`src/rtl/madd_sequencer.sv`:
```
// Operand issue and result collection around the MADD multiply-add unit.
// Issue credit is granted only when FIFO space exists for every result still in flight.
module madd_sequencer #(
    parameter int TAG_W = 4,
    parameter int DEPTH = 4
) (
    input  logic             clk,
    input  logic             rst_n,
    input  logic             in_valid,
    output logic             in_ready,
    input  logic [31:0]      in_a,
    input  logic [31:0]      in_b,
    input  logic [31:0]      in_c,
    input  logic [TAG_W-1:0] in_tag,
    output logic [31:0]      ma,
    output logic [31:0]      mb,
    output logic [31:0]      mc,
    input  logic [31:0]      mz,
    output logic             out_valid,
    input  logic             out_ready,
    output logic [31:0]      out_z,
    output logic [TAG_W-1:0] out_tag,
    output logic             busy,
    output logic             err
);

    localparam int PTR_W = (DEPTH > 1) ? $clog2(DEPTH) : 1;
    localparam int CNT_W = $clog2(DEPTH + 1);
    localparam int SUM_W = CNT_W + 2;

    logic             v1, v2;
    logic [TAG_W-1:0] t1, t2;

    logic [31:0]      z_mem   [DEPTH];
    logic [TAG_W-1:0] tag_mem [DEPTH];
    logic [PTR_W-1:0] wr_ptr, rd_ptr;
    logic [CNT_W-1:0] count;

    logic             accept, pop, full, wr_en;
    logic [SUM_W-1:0] credit_sum;

    function automatic logic [PTR_W-1:0] ptr_inc(input logic [PTR_W-1:0] p);
        return (p == PTR_W'(DEPTH - 1)) ? '0 : p + 1'b1;
    endfunction

    assign accept    = in_valid & in_ready;
    assign out_valid = (count != '0);
    assign pop       = out_valid & out_ready;
    assign full      = (count == CNT_W'(DEPTH));
    // A pop on the same edge frees the slot, so a write into a full FIFO is legal then.
    assign wr_en     = v2 & (~full | pop);

    // NOTE: every variable assigned in always_comb gets a value on every path, so no latch is inferred.
    always_comb begin
        credit_sum = SUM_W'(count) + SUM_W'(v1) + SUM_W'(v2) - SUM_W'(pop);
        in_ready   = (credit_sum < SUM_W'(DEPTH));
    end

    assign busy    = v1 | v2 | out_valid;
    assign out_z   = z_mem[rd_ptr];
    assign out_tag = tag_mem[rd_ptr];

    // NOTE: sequential state uses non-blocking assignments so all registers update from pre-edge values.
    always_ff @(posedge clk or negedge rst_n) begin
        if (!rst_n) begin
            v1 <= 1'b0;
            t1 <= '0;
            ma <= '0;
            mb <= '0;
            mc <= '0;
        end else begin
            v1 <= accept;
            if (accept) begin
                ma <= in_a;
                mb <= in_b;
                mc <= in_c;
                t1 <= in_tag;
            end
        end
    end

    // MADD registers Z on the same edge that moves t1 into t2.
    always_ff @(posedge clk or negedge rst_n) begin
        if (!rst_n) begin
            v2 <= 1'b0;
            t2 <= '0;
        end else begin
            v2 <= v1;
            t2 <= t1;
        end
    end

    // NOTE: FIFO storage has no reset; count and pointers alone decide which entries are meaningful.
    always_ff @(posedge clk) begin
        if (wr_en) begin
            z_mem[wr_ptr]   <= mz;
            tag_mem[wr_ptr] <= t2;
        end
    end

    always_ff @(posedge clk or negedge rst_n) begin
        if (!rst_n) begin
            wr_ptr <= '0;
            rd_ptr <= '0;
            count  <= '0;
            err    <= 1'b0;
        end else begin
            if (wr_en) wr_ptr <= ptr_inc(wr_ptr);
            if (pop)   rd_ptr <= ptr_inc(rd_ptr);
            case ({wr_en, pop})
                2'b10:   count <= count + 1'b1;
                2'b01:   count <= count - 1'b1;
                default: count <= count;
            endcase
            if (v2 && full && !pop) err <= 1'b1;
        end
    end

endmodule

```
`config.mk`:
```
export PLATFORM = sky130hd
export DESIGN_NAME = madd_sequencer
export DESIGN_NICKNAME = d
export VERILOG_FILES = /design/src/rtl/madd_sequencer.sv
export SDC_FILE = /design/constraint.sdc
export NUM_CORES = 1
export LEC_CHECK = 0
export ABC_CLOCK_PERIOD_IN_PS = 8700
export BUFFER_PORTS_ARGS = -buffer_cell sky130_fd_sc_hd__buf_2
export CORE_AREA = 5 5 167 169
export DETAILED_ROUTE_END_ITERATION = 12
export DIE_AREA = 0 0 172 174
export SETUP_SLACK_MARGIN = 0.1
export SYNTH_ARGS = -nofsm -noshare
export SYNTH_HDL_FRONTEND = slang
export SYNTH_SLANG_ARGS = --single-unit
export TNS_END_PERCENT = 30
```
`constraint.sdc`:
```
create_clock -name clk -period 8.7 [get_ports clk]
set_input_delay 0.435 -clock clk [delete_from_list [all_inputs] [get_ports clk]]
set_output_delay 0.435 -clock clk [all_outputs]
set_load 0.01 [all_outputs]
```
==> flow_summary.ini, run 1 <==
[run_status]
status = complete, no violations

[power_and_ir_drop]
leakage_uw = 0.00550
p_int_uw = 3250
p_switching_uw = 1440
power.share.clock_pct = 23.1
switching_share_pct = 30.7
p_seq_share_pct = 40.7
comb_power_share_pct = 36.2
p_per_area_nw_per_um2 = 374
peakVddDrop_mv = 0.189

[floorplanning]
io_pins = 272
fp.dieW_um = 172
initial_core_util_pct = 37.9
die-area_um2 = 29900
row_count = 60
dieHeight_um = 174
coreArea_um2 = 26400

[cts]
insertion_delay_ps = 520
post_cts_resized = 0
htree_levels = 1
cts_tree = built
numCtsBuffers = 27
clk_pin_slew_ps = 60
clockBufferDepth = 3
cts_root_buf = clkbuf_16
numClockSinks = 258

[grt]
grt_pass1_vias = 6034
antenna_found_initial = 3
overflow = 0
grt_max_degree = 81
grt_pass1_wl_mm = 33.8
grt_usage_pct = 14.2

[final_layout]
final_cell_mix = 270 x buf_2, 144 x edfxtp_1, 112 x dfrtp_1, 80 x mux2_4, 36 x mux4_2
antennaDiodeCount = 0
final_nets = 909
drive_gt1_share_pct = 57.1
multi_input_area_um2 = 2670
regArea_um2 = 7180
layout_commonest_cell = buf_2
syn2layout_area_growth_pct = 25.5
final_cells = 1121
nFillCells = 2255

[critical_path]
rrSetupSlack_ps = 4760
end_kind = flop
cp_data_arrival_time_ps = 4330
ff2ff_path_depth = 11
r2r-start = count[0]$_DFFE_PN0P_
crit_slowest_cell = buf_4
worstPathMaxFanout = 55
cp.required_ps = 9090
worstSetupStartpointType = flop
cpPeakStageDelay_ps = 810
rr_endpoint = mb[31]$_DFFE_PN0P_
path_cells = or3_1, nand2_1, inv_1, ha_1, inv_1, ha_1, a21o_1, a2111oi_2, o311ai_4, buf_4, mux2_1
critPathKind = reg -> reg

[yosys]
yosysTopAreaCell = edfxtp_1
syn_nets = 623
ys_warn_count = 0
synth-main-ff-cell = edfxtp_1
syn_inst = 474
ys_ff_latch = 258
async_flop_share_pct = 44.2
syn_avg_cell_area_um2 = 21.1
synth_cell_types = 33
yosys-top-cells-area = edfxtp_1 43%, dfrtp_1 28%, mux2_4 12%, mux4_2 8.1%, mux2_1 2.2%
synthesis.area_um2 = 10000
synth_edf_count = 144
ys_seq_area_share_pct = 71.6
synth_top_area_share_pct = 43.2

[timing]
clock_skew_ps = 16.7
relSlewSlack_pct = 31.1
maxSlewViolCount = 0
period_needed_ps = 3940
finalCritPeriodShare_pct = 45.3
setup_ws_ps = 4760
finalHoldViolCount = 0
setup_tns_ps = 0
max_freq_mhz = 254
rsz0062_at_grt = no
tightest_slew_ps = 1030
setup_viol = 0

[flow_run]
drv_cap = 0

[drt]
drt_wl_total_mm = 21.6
post-route-drc-count = 0
via_per_inst = 4.69
ant_nets = 0
routedWlPerCell_um = 19.3
dr.pass1.iters = 4
drt_iter0_drc = 251
vias = 5261

[worst_hold_path]
min_to = mc[30]$_DFFE_PN0P_
min-delay-start = in_c[30]
hold_path_depth = 2
hold_class = in -> reg

[placement]
place_congestion = 0.762
place_ws_ps = 4790
place.detailed.hpwl_mm = 15.0
dp_cells = 1071
port_buffers = 271
==> cells by family after synthesis <==
group / after synthesis / synth area share, %
compound gates: 11 / 0.849
flops: 258 / 71.6
mux: 139 / 22.7
buf+inv: 31 / 1.92
fa+ha+maj: 13 / 1.70
simple gates: 19 / 0.986
xor+xnor: 3 / 0.262
==> cell usage after synthesis, types with 2 or more instances <==
library cell  count
a211oi_1          2
a21o_1            3
and2_1            4
buf_1             2
buf_2             4
buf_6             9
clkbuf_1          3
dfrtp_1         114
edfxtp_1        144
ha_1             12
inv_1            11
mux2_1           20
mux2_2            3
mux2_4           80
mux4_2           36
nand2_1           4
nor2_1            3
nor3_1            2
o21ai_0           2
or3_1             2
xnor2_1           2
==> layer usage <==
layer	wire, um	up-vias	track usage [%]
li1	-	2388	-
met1	8640	2613	18.6
met2	10600	217	23.2
met3	2050	37	4.94
met4	323	6	2.69
met5	41	-	0
==> through the flow <==
step	instance area, um^2	hold WS (ps)	util [%]	total power [uW]
detailed placement	11700	362	44.3	3680
finish	12600	126	47.6	4700
global route	12600	96.5	47.6	4980
CTS	12600	97.0	47.6	4790
global placement	11700	363	44.3	3620
floorplan	10000	139	-	3070
==> power groups by stage <==
| stage | registers [uW] | logic [uW] | clock network, uW |
|---|---|---|---|
| floorplan | 1960 | 1110 | 0 |
| global placement | 1920 | 1700 | 0 |
| detailed placement | 1930 | 1750 | 0 |
| CTS | 1920 | 1740 | 1120 |
| global route | 1970 | 1840 | 1180 |
| finish | 1910 | 1700 | 1090 |
==> sequential cells by signal, indices dropped and copies added (netlist names) <==
register / flops
mc: 32
mb: 32
rd_ptr: 2
z_mem: 128
v1: 1
v2: 1
t1: 4
t2: 4
err: 1
wr_ptr: 2
count: 3
tag_mem: 16
ma: 32
==> worst max path at each step <==
stage	cells after the start	slack (ps)	to	start
6_report	11	4760	mb[31]$_DFFE_PN0P_	count[0]$_DFFE_PN0P_
5_1_grt	11	4500	mb[31]$_DFFE_PN0P_	count[0]$_DFFE_PN0P_
4_1_cts	11	4730	in_ready	count[0]$_DFFE_PN0P_
3_5_place_dp	11	4790	mb[27]$_DFFE_PN0P_	count[0]$_DFFE_PN0P_
3_3_place_gp	11	4910	mb[31]$_DFFE_PN0P_	count[0]$_DFFE_PN0P_
2_1_floorplan	12	5580	ma[22]$_DFFE_PN0P_	count[0]$_DFFE_PN0P_
==> timing repair <==
item / 4_1_cts / 5_1_grt
setup endpoints to repair: 0 / 0
buffers inserted: 0 / 0
hold buffers: 1 / 0
endpoints found under the hold margin: 34 / 0
==> critical path: cells and delay by family (launching register included) <==
kind                       cells  cell delay (ps)
buffers and inverters          3              930
and+or+nand+nor                2              570
AOI/OAI and AO/OA              3              870
DFF                            1              420
adders and majority gates      2              550
muxes                          1              390
==> layout make-up <==
type / count / area share [%]
repair buffers: 276 / 11.1
flip-flops and latches: 258 / 57.1
multi-input cells: 185 / 21.3
clock inverters: 6 / 0.259
clock buffers: 43 / 6.51
inverters: 12 / 0.358
well taps: 341 / 3.39
No activity file was read; power rests on OpenSTA's default activity.
==> run 2, diff against run 1 <==
Settings changed: ABC_CLOCK_PERIOD_IN_PS 8700 to 4000.
Clock period 8.7 ns to 4 ns, I/O delays scaled along.
==> flow_summary.ini, run 2 (same netlist as run 1, synthesis figures left out) <==
[final_layout]
final_cells = 1254
syn2layout_area_growth_pct = 38.8
layout_commonest_cell = buf_2
final_cell_mix = 270 x buf_2, 144 x edfxtp_1, 133 x dlygate4sd3_1, 112 x dfrtp_1, 80 x mux2_4
top_register = z_mem
utilization_pct = 52.6
drive_gt1_share_pct = 48.6
largest_reg_flops = 128
final_nets = 1042

[grt]
grt_pass1_vias = 6645
antenna_found_initial = 2
grt_pass1_wl_mm = 36.2
grt_usage_pct = 15.1
grt_max_degree = 85
overflow = 0

[drt]
ant_nets = 0
post-route-drc-count = 0
vias = 5869
dr.pass1.iters = 4
routedWlPerCell_um = 18.4
via_per_inst = 4.68
drt_iter0_drc = 276
drt_wl_total_mm = 23.1

[power_and_ir_drop]
p_per_area_nw_per_um2 = 744
p_switching_uw = 3210
p_seq_share_pct = 40.7
switching_share_pct = 31.0
peakVddDrop_mv = 0.393
power.share.clock_pct = 22.4
p_int_uw = 7140
comb_power_share_pct = 36.9
leakage_uw = 0.00605
power_uw = 10300

[worst_hold_path]
hold_class = in -> reg
min-delay-start = out_ready
hold_path_depth = 3
min_to = err$_DFFE_PN0P_

[placement]
place_congestion = 0.792
place.detailed.hpwl_mm = 15.0
dp_cells = 1072
port_buffers = 271

[critical_path]
end_kind = output port
cp.required_ps = 3800
r2r-start = count[2]$_DFFE_PN0P_
ff2ff_path_depth = 11
worstPathMaxFanout = 6
critPathKind = reg -> out
cp_data_arrival_time_ps = 3310
worstSetupStartpointType = flop
rrSetupSlack_ps = 580
rr_endpoint = mb[31]$_DFFE_PN0P_

[timing]
finalCritPeriodShare_pct = 87.7
maxSlewViolCount = 0
clock_skew_ps = 6.56
setup_tns_ps = 0
whs_ps = 48.3
relSlewSlack_pct = 32.7
rsz0062_at_grt = no
max_freq_mhz = 285
tightest_slew_ps = 1010
setup_viol = 0
period_needed_ps = 3510
finalHoldViolCount = 0

[cts]
cts_tree = built
numCtsBuffers = 27
insertion_delay_ps = 520
htree_levels = 1
post_cts_buffers = 0
clk_pin_slew_ps = 60
numClockSinks = 258
cts_root_buf = clkbuf_16
clockBufferDepth = 3

[flow_run]
drv_cap = 0

[floorplanning]
initial_core_util_pct = 37.9
dieHeight_um = 174
die-area_um2 = 29900
row_count = 60
fp.dieW_um = 172
io_pins = 272
coreArea_um2 = 26400

[run_status]
status = complete, no violations
-- run 2: final cells by class --
| type | instances | area [um^2] |
|---|---|---|
| well taps | 341 | 427 |
| clock buffers | 39 | 790 |
| diodes | 1 | 2.50 |
| inverters | 12 | 45.0 |
| clock inverters | 9 | 40.0 |
| repair buffers | 409 | 2740 |
| multi-input cells | 185 | 2690 |
| flip-flops and latches | 258 | 7180 |
| fillers | 2098 | 12500 |
-- run 2: worst max path at each step --
stage	startpoint	end
floorplan	count[0]$_DFFE_PN0P_	ma[22]$_DFFE_PN0P_
global placement	count[0]$_DFFE_PN0P_	mb[31]$_DFFE_PN0P_
detailed placement	count[0]$_DFFE_PN0P_	ma[22]$_DFFE_PN0P_
CTS	count[0]$_DFFE_PN0P_	in_ready
global route	count[2]$_DFFE_PN0P_	in_ready
finish	count[2]$_DFFE_PN0P_	in_ready
-- run 2: stage by stage --
stage | cell area (um^2) | setup WS, ps
after floorplan | 10000 | 882
after global placement | 11700 | 684
after detailed placement | 11700 | 549
after CTS | 13900 | 333
after global routing | 13900 | 153
final | 13900 | 493
-- run 2: what timing repair did --
item	4_1_cts	5_1_grt
setup endpoints to repair	0	1
endpoints found under the hold margin	268	0
gates resized for setup	0	1
hold buffers	133	0
-- run 2: worst max-delay path, cell delays in order (launching register included) --
cell and delay, ps:
dfrtp_1 470, or3_1 380, nand2_1 150, inv_1 80, ha_1 280, inv_1 50
ha_1 280, a21o_1 200, a211oi_1 460, nor3_1 80, o21ai_0 180, buf_2 190
-- run 2: routing by layer --
metal	share of wire, %	vias up	global-route usage (%)	wire length [um]
met4	2.9	2	4.59	678
met5	0.030	-	0	7
met3	8.3	50	4.14	1920
li1	-	2658	-	-
met2	49	260	25.4	11200
met1	40	2899	19.1	9270
-- run 2: power by group through the flow --
stage                     Combinational [uW]  Sequential, uW  Clock, uW
after floorplan                         2410            4250          0
after global placement                  3670            4210          0
after detailed placement                3790            4230          0
after CTS                               3880            4210       2400
after global routing                    4120            4320       2510
final                                   3820            4210       2320
==> run 3, diff against run 2 <==
Settings changed: CORE_AREA 5 5 167 169 to 5 5 123 184, DIE_AREA 0 0 172 174 to 0 0 128 189, PLACE_DENSITY set to 0.74.
==> flow_summary.ini, run 3 (same netlist as run 1, synthesis figures left out) <==
[drt]
post-route-drc-count = 0
ant_nets = 0
drt_wl_total_mm = 23.6
dr.pass1.iters = 4
routedWlPerCell_um = 20.1
via_per_inst = 5.08
drt_iter0_drc = 271
vias = 5974

[final_layout]
largest_reg_flops = 128
top_register = z_mem
layout_commonest_cell = buf_2
drive_gt1_share_pct = 49.0
nFillCells = 1373
final_cell_mix = 270 x buf_2, 144 x edfxtp_1, 133 x dlygate4sd3_1, 112 x dfrtp_1, 80 x mux2_4
final_nets = 1039
multi_input_area_um2 = 2670
syn2layout_area_growth_pct = 37.0
regArea_um2 = 7180

[placement]
port_buffers = 271
place.detailed.hpwl_mm = 14.7
place_congestion = 0.840
place_ws_ps = 280

[power_and_ir_drop]
switching_share_pct = 31.4
p_int_uw = 7020
power.share.clock_pct = 21.2
peakVddDrop_mv = 0.518
p_switching_uw = 3210
p_per_area_nw_per_um2 = 745
comb_power_share_pct = 37.5
p_seq_share_pct = 41.3
leakage_uw = 0.00601

[critical_path]
worstPathMaxFanout = 5
worstSetupStartpointType = flop
rr_endpoint = mb[31]$_DFFE_PN0P_
end_kind = output port
cp_data_arrival_time_ps = 3440
rrSetupSlack_ps = 430
cp.required_ps = 3800
critPathKind = reg -> out
r2r-start = count[0]$_DFFE_PN0P_
ff2ff_path_depth = 11

[worst_hold_path]
min-delay-start = out_ready
hold_path_depth = 3
min_to = err$_DFFE_PN0P_
hold_class = in -> reg

[floorplanning]
fp.dieW_um = 128
row_count = 65
die-area_um2 = 24200
initial_core_util_pct = 48.1
coreArea_um2 = 20800
io_pins = 272
dieHeight_um = 189

[cts]
insertion_delay_ps = 500
post_cts_buffers = 0
clk_pin_slew_ps = 60
numClockSinks = 258
numCtsBuffers = 23
cts_root_buf = clkbuf_16
cts_tree = built
clockBufferDepth = 3
htree_levels = 1

[timing]
setup_tns_ps = 0
relSlewSlack_pct = 34.0
setup_ws_ps = 358
clock_skew_ps = 8.92
tightest_slew_ps = 990
rsz0062_at_grt = no
finalHoldViolCount = 0
period_needed_ps = 3640
finalCritPeriodShare_pct = 91.1
setup_viol = 0
max_freq_mhz = 275
maxSlewViolCount = 0

[grt]
antenna_found_initial = 0
grt_usage_pct = 19.5
grt_max_degree = 61
grt_pass1_vias = 6932
grt_pass1_wl_mm = 37.3
overflow = 0

[run_status]
status = complete, no violations

[flow_run]
drv_cap = 0
[run 3: changes by cell type in the layout (fill, tap and decap cells not counted), sizes merged]
cell,previous run,this run
clkinv,9,1
clkbuf,39,34
inv,12,15
clkinvlp,0,2
buf,276,277
bufinv,0,1
[run 3: critical path, cell delays in order (launching register included)]
cell and delay (ps):
dfrtp_1 440, or3_1 440, nand2_1 160, inv_1 90, ha_1 290, inv_1 40
ha_1 290, a21o_1 190, a2111oi_2 540, nor3_1 110, o21ai_0 190, buf_2 180
[run 3: how the worst max path moves through the flow]
| stage | cells past startpoint | slack [ps] | startpoint | to |
|---|---|---|---|---|
| 6_report | 11 | 360 | count[0]$_DFFE_PN0P_ | in_ready |
| 5_1_grt | 11 | 130 | count[0]$_DFFE_PN0P_ | in_ready |
| 4_1_cts | 11 | 270 | count[0]$_DFFE_PN0P_ | mb[12]$_DFFE_PN0P_ |
| 3_5_place_dp | 11 | 280 | count[0]$_DFFE_PN0P_ | mb[12]$_DFFE_PN0P_ |
| 3_3_place_gp | 11 | 530 | count[0]$_DFFE_PN0P_ | ma[3]$_DFFE_PN0P_ |
| 2_1_floorplan | 12 | 880 | count[0]$_DFFE_PN0P_ | ma[22]$_DFFE_PN0P_ |
[run 3: cell type report]
| type | instances | area share, % |
|---|---|---|
| sequential | 258 | 52.3 |
| timing repair buffer | 410 | 20.0 |
| multi-input combinational | 185 | 19.5 |
| clock buffer | 34 | 4.91 |
| tap | 268 | 2.44 |
| clock inverter | 7 | 0.547 |
| inverter | 12 | 0.328 |
| antenna | 1 | 0.0182 |
[run 3: timing repair]
action / CTS / global route
hold buffers: 133 / 0
endpoints found under the setup margin: 0 / 8
hold endpoints to repair: 269 / 0
gates resized for setup: 0 / 1
[run 3: power by group through the flow]
stage	Combinational [uW]	Clock (uW)	Sequential, uW
floorplan	2410	0	4250
global placement	3610	0	4210
detailed placement	3770	0	4220
CTS	3860	2240	4200
global route	4110	2350	4320
finish	3830	2170	4220
[run 3: per-stage QoR]
stage | total power [uW] | hold slack [ps] | cell area [um^2] | util, % | std cells
final | 10200 | 58.3 | 13700 | 65.9 | 1175
after global routing | 10800 | 52.6 | 13700 | 65.9 | 1174
after CTS | 10300 | 36.5 | 13700 | 65.9 | 1174
after detailed placement | 7990 | 242 | 11600 | 55.9 | 1000
after global placement | 7820 | 229 | 11600 | 55.9 | 1000
after floorplan | 6670 | -95.6 | 10000 | - | 474
[run 3: routing by layer]
metal	vias to the layer above	part of all wire, %	GRT usage (%)	wire length (um)
met2	294	51	34.2	12100
li1	2642	-	-	-
met4	0	2.6	6.29	615
met1	2982	38	23.6	9080
met5	-	0	0	0
met3	56	7.6	4.60	1800
